$ cat src/rtl/sram_write_sequencer.sv
// -----------------------------------------------------------------------------
// sram_write_sequencer
//
// Purpose:
//   Downstream stage of the ADC capture writer. Buffers 64-bit capture words
//   in an internal FIFO and, on each burst request, writes BURST_LEN words to
//   an external asynchronous SRAM as four 16-bit halfwords each (low halfword
//   first, at consecutive halfword addresses). Keeps a linear SRAM address
//   that wraps to zero, and reports dropped pushes and address wrap.
//
// Ports:
//   clk            in   1        system clock
//   rst            in   1        asynchronous reset, active-low
//   wr_data        in   64       capture word
//   fifo_wr        in   1        push wr_data this cycle
//   burst_start    in   1        request one burst of BURST_LEN words
//   clear          in   1        synchronous flush of FIFO, queue, address, flags
//   sram_addr      out  ADDR_W   SRAM halfword address
//   sram_dq        out  16       SRAM write data
//   sram_dq_oe     out  1        drive enable for the SRAM data pins
//   sram_ce_n      out  1        chip enable, active-low
//   sram_we_n      out  1        write enable, active-low
//   sram_oe_n      out  1        output enable, held high (write-only)
//   busy           out  1        burst in progress or queued
//   fifo_count     out  CNT_W    current FIFO occupancy
//   words_written  out  32       64-bit words committed to SRAM since clear
//   overflow       out  1        sticky: a push was dropped
//   wrapped        out  1        sticky: sram_addr wrapped past its maximum
// -----------------------------------------------------------------------------
module sram_write_sequencer #(
   parameter int unsigned FIFO_DEPTH  = 8,
   parameter int unsigned BURST_LEN   = 4,
   parameter int unsigned ADDR_W      = 18,
   parameter int unsigned WAIT_CYCLES = 1
) (
   input  logic                          clk,
   input  logic                          rst,
   input  logic [63:0]                   wr_data,
   input  logic                          fifo_wr,
   input  logic                          burst_start,
   input  logic                          clear,
   output logic [ADDR_W-1:0]             sram_addr,
   output logic [15:0]                   sram_dq,
   output logic                          sram_dq_oe,
   output logic                          sram_ce_n,
   output logic                          sram_we_n,
   output logic                          sram_oe_n,
   output logic                          busy,
   output logic [$clog2(FIFO_DEPTH):0]   fifo_count,
   output logic [31:0]                   words_written,
   output logic                          overflow,
   output logic                          wrapped
);

   localparam int unsigned PTR_W  = $clog2(FIFO_DEPTH);
   localparam int unsigned CNT_W  = PTR_W + 1;
   localparam int unsigned QMAX   = FIFO_DEPTH / BURST_LEN;
   localparam int unsigned Q_W    = $clog2(QMAX) + 1;
   localparam int unsigned WIDX_W = (BURST_LEN > 1) ? $clog2(BURST_LEN) : 1;
   localparam int unsigned WAIT_W = $clog2(WAIT_CYCLES + 2);

   localparam logic [CNT_W-1:0]  L_DEPTH = CNT_W'(FIFO_DEPTH);
   localparam logic [CNT_W-1:0]  L_BURST = CNT_W'(BURST_LEN);
   localparam logic [Q_W-1:0]    L_QMAX  = Q_W'(QMAX);
   localparam logic [WIDX_W-1:0] L_WLAST = WIDX_W'(BURST_LEN - 1);
   localparam logic [WAIT_W-1:0] L_WAIT  = WAIT_W'(WAIT_CYCLES);

   typedef enum logic [1:0] {
      S_IDLE,
      S_SETUP,
      S_PULSE,
      S_HOLD
   } state_t;

   // FIFO storage and bookkeeping
   logic [63:0]        r_mem [FIFO_DEPTH];
   logic [PTR_W-1:0]   r_rd_ptr;
   logic [PTR_W-1:0]   r_wr_ptr;
   logic [CNT_W-1:0]   r_count;
   logic               r_overflow;

   // burst request queue
   logic [Q_W-1:0]     r_queued;

   // write sequencer
   state_t             r_state;
   logic [63:0]        r_word;
   logic [1:0]         r_half;
   logic [WIDX_W-1:0]  r_widx;
   logic [WAIT_W-1:0]  r_wait;
   logic [ADDR_W-1:0]  r_addr;
   logic [15:0]        r_dq;
   logic               r_dq_oe;
   logic               r_ce_n;
   logic               r_we_n;
   logic [31:0]        r_words;
   logic               r_wrapped;

   logic               w_full;
   logic               w_ready;
   logic               w_last_half;
   logic               w_last_word;
   logic               w_burst_go;
   logic               w_pop;
   logic               w_push;
   logic               w_q_inc;
   logic [63:0]        w_head;

   assign w_full      = (r_count == L_DEPTH);
   assign w_ready     = (r_queued != '0) && (r_count >= L_BURST);
   assign w_last_half = (r_state == S_HOLD) && (r_half == 2'd3);
   assign w_last_word = (r_widx == L_WLAST);
   assign w_head      = r_mem[r_rd_ptr];

   // A new burst starts either from IDLE or directly after the final HOLD of
   // the previous burst, so back-to-back bursts leave no idle gap.
   assign w_burst_go = !clear &&
                       (((r_state == S_IDLE) && w_ready) ||
                        (w_last_half && w_last_word && w_ready));

   // The next word is popped on entry to the SETUP of its first halfword.
   assign w_pop   = w_burst_go || (!clear && w_last_half && !w_last_word);

   // A push into a full FIFO is accepted when a pop frees a slot that cycle.
   assign w_push  = !clear && fifo_wr && (!w_full || w_pop);
   assign w_q_inc = !clear && burst_start && (r_queued != L_QMAX);

   // ---------------------------------------------------------------------------
   // FIFO
   // ---------------------------------------------------------------------------
   always_ff @(posedge clk) begin
      if (w_push) begin
         r_mem[r_wr_ptr] <= wr_data;
      end
   end

   always_ff @(posedge clk or negedge rst) begin
      if (!rst) begin
         r_rd_ptr   <= '0;
         r_wr_ptr   <= '0;
         r_count    <= '0;
         r_overflow <= 1'b0;
      end else if (clear) begin
         r_rd_ptr   <= '0;
         r_wr_ptr   <= '0;
         r_count    <= '0;
         r_overflow <= 1'b0;
      end else begin
         if (w_push) begin
            r_wr_ptr <= r_wr_ptr + PTR_W'(1);
         end
         if (w_pop) begin
            r_rd_ptr <= r_rd_ptr + PTR_W'(1);
         end
         case ({w_push, w_pop})
            2'b10:   r_count <= r_count + CNT_W'(1);
            2'b01:   r_count <= r_count - CNT_W'(1);
            default: r_count <= r_count;
         endcase
         if (fifo_wr && w_full && !w_pop) begin
            r_overflow <= 1'b1;
         end
      end
   end

   // ---------------------------------------------------------------------------
   // Burst queue: saturating request counter
   // ---------------------------------------------------------------------------
   always_ff @(posedge clk or negedge rst) begin
      if (!rst) begin
         r_queued <= '0;
      end else if (clear) begin
         r_queued <= '0;
      end else begin
         case ({w_q_inc, w_burst_go})
            2'b10:   r_queued <= r_queued + Q_W'(1);
            2'b01:   r_queued <= r_queued - Q_W'(1);
            default: r_queued <= r_queued;
         endcase
      end
   end

   // ---------------------------------------------------------------------------
   // Halfword write sequencer
   // ---------------------------------------------------------------------------
   always_ff @(posedge clk or negedge rst) begin
      if (!rst) begin
         r_state   <= S_IDLE;
         r_word    <= '0;
         r_half    <= '0;
         r_widx    <= '0;
         r_wait    <= '0;
         r_addr    <= '0;
         r_dq      <= '0;
         r_dq_oe   <= 1'b0;
         r_ce_n    <= 1'b1;
         r_we_n    <= 1'b1;
         r_words   <= '0;
         r_wrapped <= 1'b0;
      end else if (clear) begin
         r_state   <= S_IDLE;
         r_word    <= '0;
         r_half    <= '0;
         r_widx    <= '0;
         r_wait    <= '0;
         r_addr    <= '0;
         r_dq      <= '0;
         r_dq_oe   <= 1'b0;
         r_ce_n    <= 1'b1;
         r_we_n    <= 1'b1;
         r_words   <= '0;
         r_wrapped <= 1'b0;
      end else begin
         case (r_state)
            S_IDLE: begin
               if (w_burst_go) begin
                  r_state <= S_SETUP;
                  r_word  <= w_head;
                  r_dq    <= w_head[15:0];
                  r_half  <= '0;
                  r_widx  <= '0;
                  r_ce_n  <= 1'b0;
                  r_dq_oe <= 1'b1;
                  r_we_n  <= 1'b1;
               end
            end

            S_SETUP: begin
               r_state <= S_PULSE;
               r_we_n  <= 1'b0;
               r_wait  <= '0;
            end

            S_PULSE: begin
               if (r_wait == L_WAIT) begin
                  r_state <= S_HOLD;
                  r_we_n  <= 1'b1;
               end else begin
                  r_wait <= r_wait + WAIT_W'(1);
               end
            end

            S_HOLD: begin
               r_addr <= r_addr + ADDR_W'(1);
               if (r_addr == '1) begin
                  r_wrapped <= 1'b1;
               end
               if (r_half != 2'd3) begin
                  r_half  <= r_half + 2'd1;
                  r_state <= S_SETUP;
                  case (r_half)
                     2'd0:    r_dq <= r_word[31:16];
                     2'd1:    r_dq <= r_word[47:32];
                     default: r_dq <= r_word[63:48];
                  endcase
               end else begin
                  r_words <= r_words + 32'd1;
                  if (!w_last_word) begin
                     r_widx  <= r_widx + WIDX_W'(1);
                     r_half  <= '0;
                     r_word  <= w_head;
                     r_dq    <= w_head[15:0];
                     r_state <= S_SETUP;
                  end else if (w_burst_go) begin
                     r_widx  <= '0;
                     r_half  <= '0;
                     r_word  <= w_head;
                     r_dq    <= w_head[15:0];
                     r_state <= S_SETUP;
                  end else begin
                     r_state <= S_IDLE;
                     r_ce_n  <= 1'b1;
                     r_dq_oe <= 1'b0;
                  end
               end
            end

            default: begin
               r_state <= S_IDLE;
               r_ce_n  <= 1'b1;
               r_dq_oe <= 1'b0;
               r_we_n  <= 1'b1;
            end
         endcase
      end
   end

   assign sram_addr     = r_addr;
   assign sram_dq       = r_dq;
   assign sram_dq_oe    = r_dq_oe;
   assign sram_ce_n     = r_ce_n;
   assign sram_we_n     = r_we_n;
   assign sram_oe_n     = 1'b1;
   assign busy          = (r_state != S_IDLE) || (r_queued != '0);
   assign fifo_count    = r_count;
   assign words_written = r_words;
   assign overflow      = r_overflow;
   assign wrapped       = r_wrapped;

endmodule

$ cat config.mk
export PLATFORM = sky130hd
export DESIGN_NAME = sram_write_sequencer
export DESIGN_NICKNAME = d
export VERILOG_FILES = /design/src/rtl/sram_write_sequencer.sv
export SDC_FILE = /design/constraint.sdc
export NUM_CORES = 1
export LEC_CHECK = 0
export BUFFER_PORTS_ARGS = -buffer_cell sky130_fd_sc_hd__buf_4
export CORE_MARGIN = 1
export CORE_UTILIZATION = 65
export CTS_CLUSTER_SIZE = 28
export DETAILED_ROUTE_END_ITERATION = 16
export GPL_TIMING_DRIVEN = 0
export MAX_ROUTING_LAYER = met4
export PLACE_DENSITY_LB_ADDON = 0.25
export SYNTH_ARGS = -nofsm -noshare
export SYNTH_HDL_FRONTEND = slang
export SYNTH_SLANG_ARGS = --single-unit
$ cat constraint.sdc
create_clock -name clk -period 10.3 [get_ports clk]
set_input_delay 0 -clock clk [delete_from_list [all_inputs] [get_ports clk]]
set_output_delay 0 -clock clk [all_outputs]
set_load 0.03 [all_outputs]
Word-level counts from Yosys, hierarchy flattened
Memories as Yosys holds them, arrays and structs flattened. Cells that the tools add are included. Widths: inputs -> output; s select.

Add/sub/neg operators: 11. Order comparisons: 1. Equal/unequal tests: 22. Multiplexer cells: 66. Reduce and logical (&&, ||, !) cells: 43.

Operator list (number): $mux 64 (4); $pmux 64 s2 (1); $mux 32 (3); $mux 16 (4); $pmux 16 s2 (2); $mux 18 (2); $add 32x1->32 const B (1); $mux 2 (14); $mux 1 (22); $add 18x1->18 const B (1); $eq 18x18->1 const B (1); $ne 3x3->1 const B (6); $pmux 2 s2 (4); $logic_and 1x1->1 (14); $reduce_bool 2->1 (7); $eq 2x2->1 const B (6); $mux 3 (4); $reduce_bool 3->1 (4); $eq 2x1->1 const B (5); $reduce_and 2->1 (5); $add 2x1->2 const B (4); $pmux 2 s4 (1); $pmux 4 s2 (1); $add 3x1->3 const B (2); 15 further kinds (25).

Flip-flop bits (word level): 155. RAM bits: 512. Input bits: 69. Output and inout bits: 77. Word-level logic and storage cells: 161. Memories: 1.

Memories: r_mem (depth 8, bits a word 64, read ports 1, clocked after Yosys merged registers in 0, wr ports 1, RTL line 76) `logic [63:0] r_mem [FIFO_DEPTH];`.

Logic depth before layout (Yosys ltp)
Gate-level depths: netlist of run 1.

Word-level depth: 12. Mapped depth: 11. Gate-level depth less buffers: 9.

Least setup slack after synthesis of run 1
Ideal clock, no wire load.

Kind: reg2reg. Start: register r_widx[0]. End: memory r_mem[0][0], enable pin. Setup time: 565 ps. Arrival: 5842 ps. Required time: 9735 ps. Path slack: 3894 ps. Stages on the path, launching flop included: 7. Buffers on the path: 0. Clock period less this slack: 6406 ps. Cell sequence: dfrtp_1 -> ha_1 -> and3b_1 -> o22ai_2 -> a211oi_2 -> nand2b_1 -> nor3_1.

Word-level cells in the longest chain between the ends: 10. Elaborated cells between the ends (all ways): 12. Those cells by class: 1 x eq/ne; 2 x mux; 9 x reduce/logical.

RTL lines: start: declaration (RTL line 89) `logic [WIDX_W-1:0] r_widx;`; start signal: assignment (RTL line 259) `r_widx <= r_widx + WIDX_W'(1);`; $eq 2x2->1 * (RTL line 112) `assign w_last_word = (r_widx == L_WLAST);`; $logic_and 1x1->1 (2 in a row) (RTL line 119) `(w_last_half && w_last_word && w_ready));`; $logic_or 1x1->1 (RTL line 118) `(((r_state == S_IDLE) && w_ready) ||`; $logic_and 1x1->1 (RTL line 117) `assign w_burst_go = !clear &&`; $logic_or 1x1->1 * (RTL line 122) `assign w_pop = w_burst_go || (!clear && w_last_half && !w_last_word);`; $logic_or 1x1->1 * (RTL line 125) `assign w_push = !clear && fifo_wr && (!w_full || w_pop);`; $logic_and 1x1->1 * (RTL line 125); $mux 1 * (RTL line 132) `if (w_push) begin`; $mux 1 (implied by the code) * (RTL line 133) `r_mem[r_wr_ptr] <= wr_data;`; end: declaration (RTL line 76).

Every way passes the cells marked *; elsewhere a longest branch is shown, timed or not.

Worst setup path in the final report of run 1
Start: register r_half[0]. End: memory r_mem[6][8], enable pin.

Word-level cells in the longest chain between the ends: 11. Elaborated cells between the ends (all ways): 13. Those cells by class: 1 x eq/ne; 2 x mux; 10 x reduce/logical.

RTL lines: start: declaration (RTL line 88) `logic [1:0] r_half;`; start signal: assignment (RTL line 249) `r_half <= r_half + 2'd1;`; $eq 2x2->1 * (RTL line 111) `assign w_last_half = (r_state == S_HOLD) && (r_half == 2'd3);`; $logic_and 1x1->1 * (RTL line 111); $logic_and 1x1->1 (2 in a row) (RTL line 119); $logic_or 1x1->1 (RTL line 118); $logic_and 1x1->1 (RTL line 117); $logic_or 1x1->1 * (RTL line 122); $logic_or 1x1->1 * (RTL line 125); $logic_and 1x1->1 * (RTL line 125); $mux 1 * (RTL line 132); $mux 1 (implied by the code) * (RTL line 133).

Marked as above.

==> flow_metrics.tcl, run 1 <==
set metrics [dict create \
    fin_crit_sh_pct 33.6 \
    num_rows 73 \
    cts_tree "done" \
    async_reset_ff_share_pct 21.4 \
    firstDrtPassIters 6 \
    wl_mm 61.0 \
    core-area_um2 39600 \
    startpoint_type "flip-flop" \
    io_buffers 143 \
    die_h_um 202 \
    reg2regPathDepth 10 \
    power.internal_mw 4.28 \
    path_buf_inv 4 \
    antenna_found_initial 1 \
    grt_pass1_vias 15100 \
    ys_seq_elements 651 \
    ys_warn_count 0 \
    ys_seq_area_share_pct 72.3 \
    crit_arrival_ns 3.74 \
    avgSynthCellArea_um2 17.9 \
    synth_ff_type "edfxtp_1" \
    wire_per_inst_um 26.0 \
    setup_tns_ns 0 \
    clock.fmax_mhz 289 \
    cts_buffer_depth 3 \
    hpwl_mm 38.0 \
    hold_slack_ns 0.180 \
    worstPathRequired_ns 10.59 \
    start_util_pct 65.8 \
    slew_headroom_pct 36.7 \
    cp_slowest_cell "nor2_4" \
    drc_errors 0 \
    htree_levels 3 \
    postRouteAntennaNets 0 \
    status "complete, no violations" \
    endpoint_kind "flip-flop" \
    area_growth_syn_to_layout_pct 20.0 \
    cp_top_family "simple AND/OR/NAND/NOR gates" \
    clkLatencyLatePin_ns 0.59 \
    worst_pin_slew_ns 0.949 \
    numCtsBuffers 66 \
    drv_slew 0 \
    p_clk_share_pct 42.0 \
    timing.critical_path.mode_cell "buf_16" \
    hold_depth 2 \
    die_w_um 202 \
    dieArea_um2 40900 \
    netlist_area_um2 26100 \
    finalSetupViolations 0 \
    syn_nets 1538 \
    viasPerCell 6.43 \
    min-delay-path-class "in2reg" \
    grt_max_degree 86 \
    power_mw 5.43 \
    mostFrequentLayoutCell "edfxtp_1" \
    final_cell_mix "edfxtp_1, buf_4, dfrtp_1, mux4_2, nor2_1" \
    vias 15100 \
    gp_congestion 0.867 \
    vdd_drop_max_mv 0.161 \
    cts_num_sinks 651 \
    grt_remaining_overflow 0 \
    synth_edf_count 512 \
    critical_path_class "reg2reg" \
    rsz0062_at_grt "false" \
    grt_pass1_wl_mm 91.9 \
    cp_max_fo 18 \
    critPathMaxStageDelay_ns 0.71 \
    first_iter_violations 1978 \
    io_pins 146 \
    path_depth 10 \
    hold_violations 0 \
    critical_path.cell_chain "ha_1, buf_4, and2_1, buf_2, o22ai_2, a211oi_2, nand2_1, nor2_4, buf_16, buf_16" \
    yosysUniqueCellTypes 53 \
    final_nets 1854 \
    track_usage_pct 31.5 \
    skew_ns 0.0132 \
    combPwrFrac_pct 4.7 \
    layout_min_cycle_time_ns 3.46 \
    postLayoutCoreUtil_pct 78.9 \
    p_sw_share_pct 21.1 \
    synthCells 1453 \
    num-fill-cells 2078 \
    leakagePower_nw 10.8 \
    pwr_density_cell_nw_per_um2 174 \
    seqPwrFrac_pct 53.4 \
    drv_cap 0 \
    drive_gt1_share_pct 26.2 \
    p_switching_mw 1.15 \
    root_buffer "clkbuf_16" \
    path_clk_slew_ns 0.06 \
]
## per-layer routing
metal,vias to the layer above,wire length [um],GRT usage [%],part of all wire (%)
met4,0,1760,9.61,2.9
met2,863,30200,49.0,50
met1,7723,23900,43.7,39
met3,136,5100,4.97,8.4
met5,-,0,-,0
li1,6364,-,-,-
## layout make-up
class	count	area, um2	share of cell area (%)
antenna	1	2.50	0.00800
inverter	13	48.8	0.156
timing repair buffer	248	2460	7.88
buffer	79	417	1.33
tap	525	657	2.10
clock buffer	89	1790	5.72
clock inverter	29	239	0.764
multi-input combinational	710	6810	21.8
sequential	651	18900	60.3
## synthesized netlist by cell type (5+ instances only)
master / instances / share of area [%]
edfxtp_1: 512 / 59
dfrtp_1: 137 / 13
nor2_1: 129 / 1.9
mux4_2: 128 / 11
mux2i_1: 68 / 2.6
nand2_1: 56 / 0.81
a21oi_1: 48 / 0.92
clkbuf_1: 36 / 0.52
a211oi_2: 31 / 1.5
o21ai_0: 29 / 0.56
xor2_1: 29 / 0.97
xnor2_1: 23 / 0.77
a211oi_1: 21 / 0.60
nand3_1: 19 / 0.36
a22oi_1: 18 / 0.52
buf_4: 17 / 0.49
buf_2: 15 / 0.29
ha_1: 15 / 0.72
inv_1: 13 / 0.19
nand4_1: 13 / 0.31
and3_1: 11 / 0.26
nor4_1: 10 / 0.24
nor3_1: 9 / 0.17
and4_1: 7 / 0.24
buf_1: 6 / 0.086
a31oi_1: 5 / 0.12
buf_6: 5 / 0.22
## final timing paths
kind / startpoint / endpoint / slack [ns]
min in group asynchronous: rst / sram_ce_n / 0.52
max in group asynchronous: rst / sram_dq[8] / 9.33
setup reg to reg: r_half[0] / r_mem[6][8] / 6.84
hold / removal: wr_data[53] / r_mem[4][53] / 0.18
setup / recovery: r_half[0] / r_mem[6][8] / 6.84
hold reg to reg: r_widx[0] / r_widx[0] / 0.49
## repair_timing
action / CTS / global route
hold endpoints to repair: 662 / 0
buffers inserted: 0 / 0
setup endpoints to repair: 0 / 0
gates resized for setup: 0 / 0
hold buffers: 70 / 0
## flip-flops by register name (all words and copies together) (netlist names), 2 cells and up
signal         cells
r_mem            512
r_word            48
words_written     32
sram_addr         18
sram_dq           16
fifo_count         4
r_rd_ptr           3
r_wr_ptr           3
r_half             2
r_queued           2
r_state            2
r_wait             2
r_widx             2
## through the flow
| stage | instance area [um2] | std cells | setup WS [ns] |
|---|---|---|---|
| after floorplan | 26100 | 1453 | 3.89 |
| after global routing | 31300 | 2345 | 6.72 |
| final | 31300 | 2345 | 6.84 |
| after global placement | 27800 | 2121 | -0.876 |
| after detailed placement | 28500 | 2156 | 6.90 |
| after CTS | 31300 | 2344 | 6.88 |
## worst register-to-register path, delay by kind of cell, from the launching register on
family	cells	cell delay, ns
AND/OR/NAND/NOR	3	1.18
flip-flops	1	0.43
buffers and inverters	4	0.79
adder cells (fa/ha/maj)	1	0.17
AO/OA/AOI/OAI	2	0.59
## power by group through the flow
stage	registers (mW)	logic, mW	clock network [mW]
final	2.90	0.253	2.28
after global routing	2.90	0.269	2.39
after CTS	2.90	0.251	2.29
after detailed placement	2.95	0.223	0
after global placement	2.96	0.199	0
after floorplan	2.95	0.104	0
## cells by family after synthesis
| kind of cell | share of synthesized area, % |
|---|---|
| other | 0.0144 |
| flip-flops | 72.3 |
| XOR/XNOR | 1.75 |
| buffers and inverters | 1.78 |
| AO/OA/AOI/OAI | 4.79 |
| adder cells (fa/ha/maj) | 0.797 |
| AND/OR/NAND/NOR | 4.85 |
| multiplexers | 13.7 |
No activity file was read; power rests on OpenSTA's default activity.
==> run 2, diff against run 1 <==
- ABC_AREA: not set -> 1
- CORE_UTILIZATION: 65 -> 55
- clock period: 10.3 -> 2.9 ns (I/O delays scaled with it)
==> run 2 against run 1 <==
Compared with the run above:
- register-to-register slack worse by 6.7 ns
- hold slack worse by 0.032 ns
- clock skew is 0.010 ns higher
- non-clock buffer count is 55 higher
- largest cell class unchanged
- sequential power grew to 3.7 times the previous value
- power grew to 4.4 times the previous value
- critical path type unchanged
==> flow_metrics.tcl, run 2 <==
set metrics [dict create \
    drv_slew 0 \
    critical_path.cell_chain "inv_2, ha_4, inv_2, nand2_2, nand3_4, nand2_2, inv_2, nand2_1, nand2_1, inv_2, nand2_4, nor2_4, buf_16, buf_16" \
    numCtsBuffers 68 \
    drv_cap 0 \
    worstPathRequired_ns 3.19 \
    min_to "r_mem[6][30]" \
    critPathMaxStageDelay_ns 0.45 \
    hold_slack_ns 0.148 \
    syn_nets 2677 \
    synth_edf_count 512 \
    num-fill-cells 3622 \
    hpwl_mm 51.5 \
    die_w_um 226 \
    track_usage_pct 32.5 \
    drc_errors 0 \
    p_sw_share_pct 28.8 \
    startpoint_type "flip-flop" \
    vdd_drop_max_mv 0.888 \
    avgSynthCellArea_um2 10.7 \
    synthCells 2592 \
    root_buffer "clkbuf_16" \
    num_rows 81 \
    met2_usage_pct 52.2 \
    reg2regPathDepth 14 \
    slew_headroom_pct 31.7 \
    crit_arrival_ns 3.03 \
    io_pins 146 \
    cts_buffer_depth 3 \
    endpoint_kind "flip-flop" \
    combPwrFrac_pct 18.0 \
    ys_warn_count 0 \
    p_switching_mw 6.89 \
    rrSetupSlack_ns 0.16 \
    leakagePower_nw 13.0 \
    start_util_pct 56.2 \
    hold_depth 2 \
    synth_ff_type "edfxtp_1" \
    final_nets 2996 \
    path_clk_slew_ns 0.06 \
    ys_top_cells_by_area "edfxtp_1, dfrtp_1, nor2_1" \
    p_clk_share_pct 36.9 \
    yosys.area.top_type_share_pct 55.5 \
    grt_pass1_wl_mm 120 \
    cts_num_sinks 651 \
    viasPerCell 5.88 \
    seqPwrFrac_pct 45.0 \
    cp_max_fo 36 \
    grt_pass1_vias 21100 \
    synth_common_cells "nor2_1, edfxtp_1, nand2_1, o21ai_0, nand3_1" \
    status "complete, no violations" \
    grt.busiest_layer "met2" \
    antenna_found_initial 2 \
    drive_gt1_share_pct 13.7 \
    critical_path_class "reg2reg" \
    wire_per_inst_um 22.0 \
    hp-start "wr_data[30]" \
    layout_min_cycle_time_ns 2.74 \
    rr_startpoint "r_state[0]" \
    area_growth_syn_to_layout_pct 19.9 \
    clkLatencyLatePin_ns 0.62 \
    rsz0062_at_grt "false" \
    ys_seq_elements 651 \
    grt_remaining_overflow 0 \
    hold_violations 0 \
    core-area_um2 49300 \
    ys_seq_area_share_pct 68.1 \
    dieArea_um2 51200 \
    power.internal_mw 17.0 \
    postRouteAntennaNets 0 \
    final_cell_area_um2 33200 \
    largest_register_ffs 512 \
    gp_congestion 0.954 \
    cts_tree "done" \
    yosysUniqueCellTypes 47 \
    wl_mm 80.0 \
    worst_pin_slew_ns 1.03 \
    dpl-instance-area_um2 30100 \
    finalSetupViolations 0 \
    grt_use_met3_pct 5.31 \
    die_h_um 226 \
    min-delay-path-class "in2reg" \
    final_cell_mix "nor2_1, edfxtp_1, nand2_1, o21ai_0, nand3_1" \
    top_register "r_mem" \
    mostFrequentLayoutCell "nor2_1" \
    netlist_area_um2 27700 \
    firstDrtPassIters 6 \
    clock.fmax_mhz 365 \
    htree_levels 3 \
    yosys.cell_count.top_type "nor2_1" \
    io_buffers 143 \
    fin_crit_sh_pct 94.4 \
    grt_max_degree 73 \
    synth_top_area_cell "edfxtp_1" \
    vias 21300 \
    timing.critical_path.mode_cell "inv_2" \
    postLayoutCoreUtil_pct 67.4 \
    use_met1_pct 41.0 \
    first_iter_violations 2727 \
    timing.rr.end "r_mem[1][61]" \
    cp_slowest_cell "dfrtp_1" \
    pwr_density_cell_nw_per_um2 720 \
    async_reset_ff_share_pct 21.4 \
    skew_ns 0.0234 \
]
-- run 2: cell count changes in the layout (fill, tap and decap cells not counted), moves of 67 or more --
cell and change:
nor2_1 +438, nand2_1 +279, o21ai_0 +238, nand3_1 +217
inv_1 +141, mux4_2 -128, mux2i_1 -67
-- run 2: worst max-delay path, delay by kind of cell (launching register included) --
kind          cells  cell delay (ns)
simple gates      7             0.86
fa+ha+maj         1             0.20
buf+inv           6             0.85
flops             1             0.45
-- run 2: cell families after synthesis --
group	synth area share, %
AND/OR/NAND/NOR	18.1
flip-flops	68.1
AO/OA/AOI/OAI	8.05
buffers and inverters	4.76
adder cells (fa/ha/maj)	0.750
XOR/XNOR	0.221
other	0.0135
multiplexers	0.0362
-- run 2: layer usage --
layer / routed length, um / up-vias
li1: - / 9531
met1: 30300 / 10300
met2: 38800 / 1267
met3: 7870 / 205
met4: 3040 / 0
met5: 0 / -
-- run 2: area by class of cell --
class / instances / area, um2 / share of cell area, %
Clock buffer: 88 / 1840 / 5.54
Clock inverter: 34 / 380 / 1.15
Antenna cell: 2 / 5.00 / 0.0151
Sequential cell: 651 / 18900 / 56.8
Multi-Input combinational cell: 1635 / 7620 / 23.0
Inverter: 173 / 657 / 1.98
Tap cell: 664 / 831 / 2.50
Buffer: 134 / 661 / 1.99
Timing Repair Buffer: 248 / 2350 / 7.09
-- run 2: worst max path at each step --
stage | startpoint | endpoint | slack [ns] | cells past startpoint
floorplan | r_state[0] | r_mem[0][0] | -0.69 | 12
global placement | r_state[0] | r_mem[1][59] | -2.54 | 11
global route | r_state[0] | r_mem[1][20] | 0.05 | 14
detailed placement | r_state[0] | r_mem[3][59] | -0.51 | 14
finish | r_state[0] | r_mem[1][61] | 0.16 | 14
CTS | r_state[0] | r_mem[1][28] | 0.05 | 15
-- run 2: stage by stage --
stage | setup TNS (ns) | power (mW) | setup slack (ns) | std cells
after floorplan | -352.14 | 13.4 | -0.691 | 2592
after global placement | -1248.23 | 14.8 | -2.54 | 3399
after detailed placement | -65.86 | 15.0 | -0.515 | 3418
after CTS | 0 | 23.8 | 0.0512 | 3629
after global routing | 0 | 24.6 | 0.0502 | 3629
final | 0 | 23.9 | 0.162 | 3629
-- run 2: what timing repair did --
| action | 4_1_cts | 5_1_grt |
|---|---|---|
| hold buffers | 70 | 0 |
| pin swaps | 8 | 0 |
| setup buffers | 18 | 0 |
| resized for setup | 4 | 6 |
| endpoints found under the hold margin | 679 | 0 |
| cloned | 1 | 0 |
| endpoints found under the setup margin | 409 | 41 |
-- run 2: power groups by stage --
stage	logic [mW]	clock network, mW	registers (mW)
3_3_place_gp	3.89	0	10.9
4_1_cts	4.20	8.83	10.7
2_1_floorplan	2.35	0	11.1
5_1_grt	4.65	9.20	10.8
3_5_place_dp	4.06	0	10.9
6_report	4.31	8.83	10.8
==> run 3, diff against run 2 <==
- CTS_BUF_LIST: not set -> sky130_fd_sc_hd__clkbuf_4 sky130_fd_sc_hd__clkbuf_8 sky130_fd_sc_hd__clkbuf_16
==> run 3 against run 2 <==
Compared with the run above:
- flip-flop and latch count stayed put
- non-clock buffer count is 3 higher
- hold slack better by 0.0028 ns
- register-to-register slack hardly changed
- count of clock-buffer cells in the layout stayed put
- via count is 0.12% lower
- critical path depth is 1 higher
- first-iteration DRC count is 3.7% lower
- power is 0.55% higher
- combinational power hardly changed
- global-route usage hardly changed
==> flow_metrics.tcl, run 3 (synthesized netlist as in run 2, its figures left out) <==
set metrics [dict create \
    dieArea_um2 51200 \
    min_to "r_mem[6][30]" \
    die_h_um 226 \
    dpl-instance-area_um2 30100 \
    seqPwrFrac_pct 44.8 \
    drv_cap 0 \
    rrSetupSlack_ns 0.15 \
    largest_register_ffs 512 \
    cts_num_sinks 651 \
    layout_min_cycle_time_ns 2.75 \
    hold_slack_ns 0.150 \
    skew_ns 0.0240 \
    rr_startpoint "r_state[1]" \
    worstPathRequired_ns 3.20 \
    mostFrequentLayoutCell "nor2_1" \
    clkLatencyLatePin_ns 0.62 \
    num_rows 81 \
    firstDrtPassIters 8 \
    status "complete, no violations" \
    gp_congestion 0.954 \
    hpwl_mm 51.5 \
    grt_pass1_vias 21000 \
    fin_crit_sh_pct 94.9 \
    top_register "r_mem" \
    slew_headroom_pct 28.3 \
    min-delay-path-class "in2reg" \
    num-fill-cells 3612 \
    worst_pin_slew_ns 1.08 \
    grt_remaining_overflow 0 \
    drive_gt1_share_pct 14.3 \
    viasPerCell 5.87 \
    final_cell_area_um2 33300 \
    power_mw 24.0 \
    vias 21300 \
    p_switching_mw 6.88 \
    io_pins 146 \
    clock.fmax_mhz 363 \
    start_util_pct 56.2 \
    p_clk_share_pct 37.3 \
    combPwrFrac_pct 17.9 \
    hold_depth 2 \
    endpoint_kind "flip-flop" \
    startpoint_type "flip-flop" \
    pwr_density_cell_nw_per_um2 722 \
    wl_mm 79.8 \
    track_usage_pct 32.5 \
    final_nets 2999 \
    rsz0062_at_grt "false" \
    antenna_found_initial 2 \
    die_w_um 226 \
    io_buffers 143 \
    drv_slew 0 \
    grt_pass1_wl_mm 120 \
    path_clk_slew_ns 0.06 \
    cts_tree "done" \
    area_growth_syn_to_layout_pct 20.3 \
    power.internal_mw 17.2 \
    critical_path_class "reg2reg" \
    root_buffer "clkbuf_16" \
    crit_arrival_ns 3.05 \
    postRouteAntennaNets 0 \
    cts_buffer_depth 3 \
    p_sw_share_pct 28.6 \
    vdd_drop_max_mv 0.906 \
    cp_max_fo 20 \
    hold_violations 0 \
    core-area_um2 49300 \
    finalSetupViolations 0 \
    numCtsBuffers 68 \
    drc_errors 0 \
    grt_max_degree 73 \
    leakagePower_nw 13.0 \
    reg2regPathDepth 15 \
    wire_per_inst_um 22.0 \
    hp-start "wr_data[30]" \
    final_cell_mix "nor2_1, edfxtp_1, nand2_1, o21ai_0, nand3_1" \
    timing.rr.end "r_mem[0][6]" \
    htree_levels 3 \
    first_iter_violations 2625 \
]
run 3: cell count changes in the layout (fill, tap and decap cells not counted), sizes merged:
cell,delta
buf,+3
run 3: worst max-delay path, stage by stage (launching register included):
cell and delay (ns):
dfrtp_1 0.46, inv_2 0.14, ha_4 0.19, inv_2 0.07, nand2_2 0.10, nand3_4 0.12
nand2_2 0.14, inv_2 0.05, nand2_1 0.05, nand2_1 0.10, inv_2 0.14, nand2_4 0.11
nor2_4 0.16, buf_12 0.19, buf_16 0.18, buf_12 0.20
run 3: metrics by stage:
step,setup TNS (ns),utilization (%),std cells,worst slack (ns)
2_1_floorplan,-352.14,-,2592,-0.691
3_3_place_gp,-1248.23,60.1,3399,-2.54
3_5_place_dp,-65.86,61.1,3418,-0.515
4_1_cts,0,67.5,3625,0.00475
5_1_grt,0,67.6,3632,0.00703
6_report,0,67.6,3632,0.149
run 3: metal layers:
| metal | part of all wire [%] | track usage, % | wire (um) |
|---|---|---|---|
| met5 | 0 | - | 0 |
| met4 | 3.8 | 14.2 | 3060 |
| met3 | 9.9 | 5.08 | 7870 |
| met2 | 48 | 52.2 | 38400 |
| met1 | 38 | 41.2 | 30400 |
run 3: cell type report:
type	count	area, um2	share of cell area (%)
Sequential cell	651	18900	56.6
Buffer	134	661	1.98
Timing Repair Buffer	251	2390	7.17
Inverter	173	657	1.97
Antenna cell	2	5.00	0.0150
Clock buffer	88	1890	5.69
Multi-Input combinational cell	1635	7620	22.9
Clock inverter	34	380	1.14
Tap cell	664	831	2.50
run 3: worst max path at each step:
stage / start / endpoint / slack, ns / depth (start not counted)
global route: r_state[0] / r_mem[0][7] / 0.007 / 15
floorplan: r_state[0] / r_mem[0][0] / -0.69 / 12
detailed placement: r_state[0] / r_mem[3][59] / -0.51 / 14
CTS: r_state[0] / r_mem[7][3] / 0.005 / 13
finish: r_state[1] / r_mem[0][6] / 0.15 / 15
global placement: r_state[0] / r_mem[1][59] / -2.54 / 11
run 3: power by group through the flow:
stage	clock network [mW]	registers [mW]	logic (mW)
after floorplan	0	11.1	2.35
after global placement	0	10.9	3.89
after detailed placement	0	10.9	4.06
after CTS	8.98	10.7	4.20
after global routing	9.34	10.8	4.66
final	8.95	10.8	4.31
run 3: timing repair:
item,CTS,global route
setup buffers,14,6
endpoints found under the setup margin,409,93
hold buffers,70,0
pin swaps,6,1
gates cloned,1,0
endpoints found under the hold margin,679,0
resized for setup,4,6
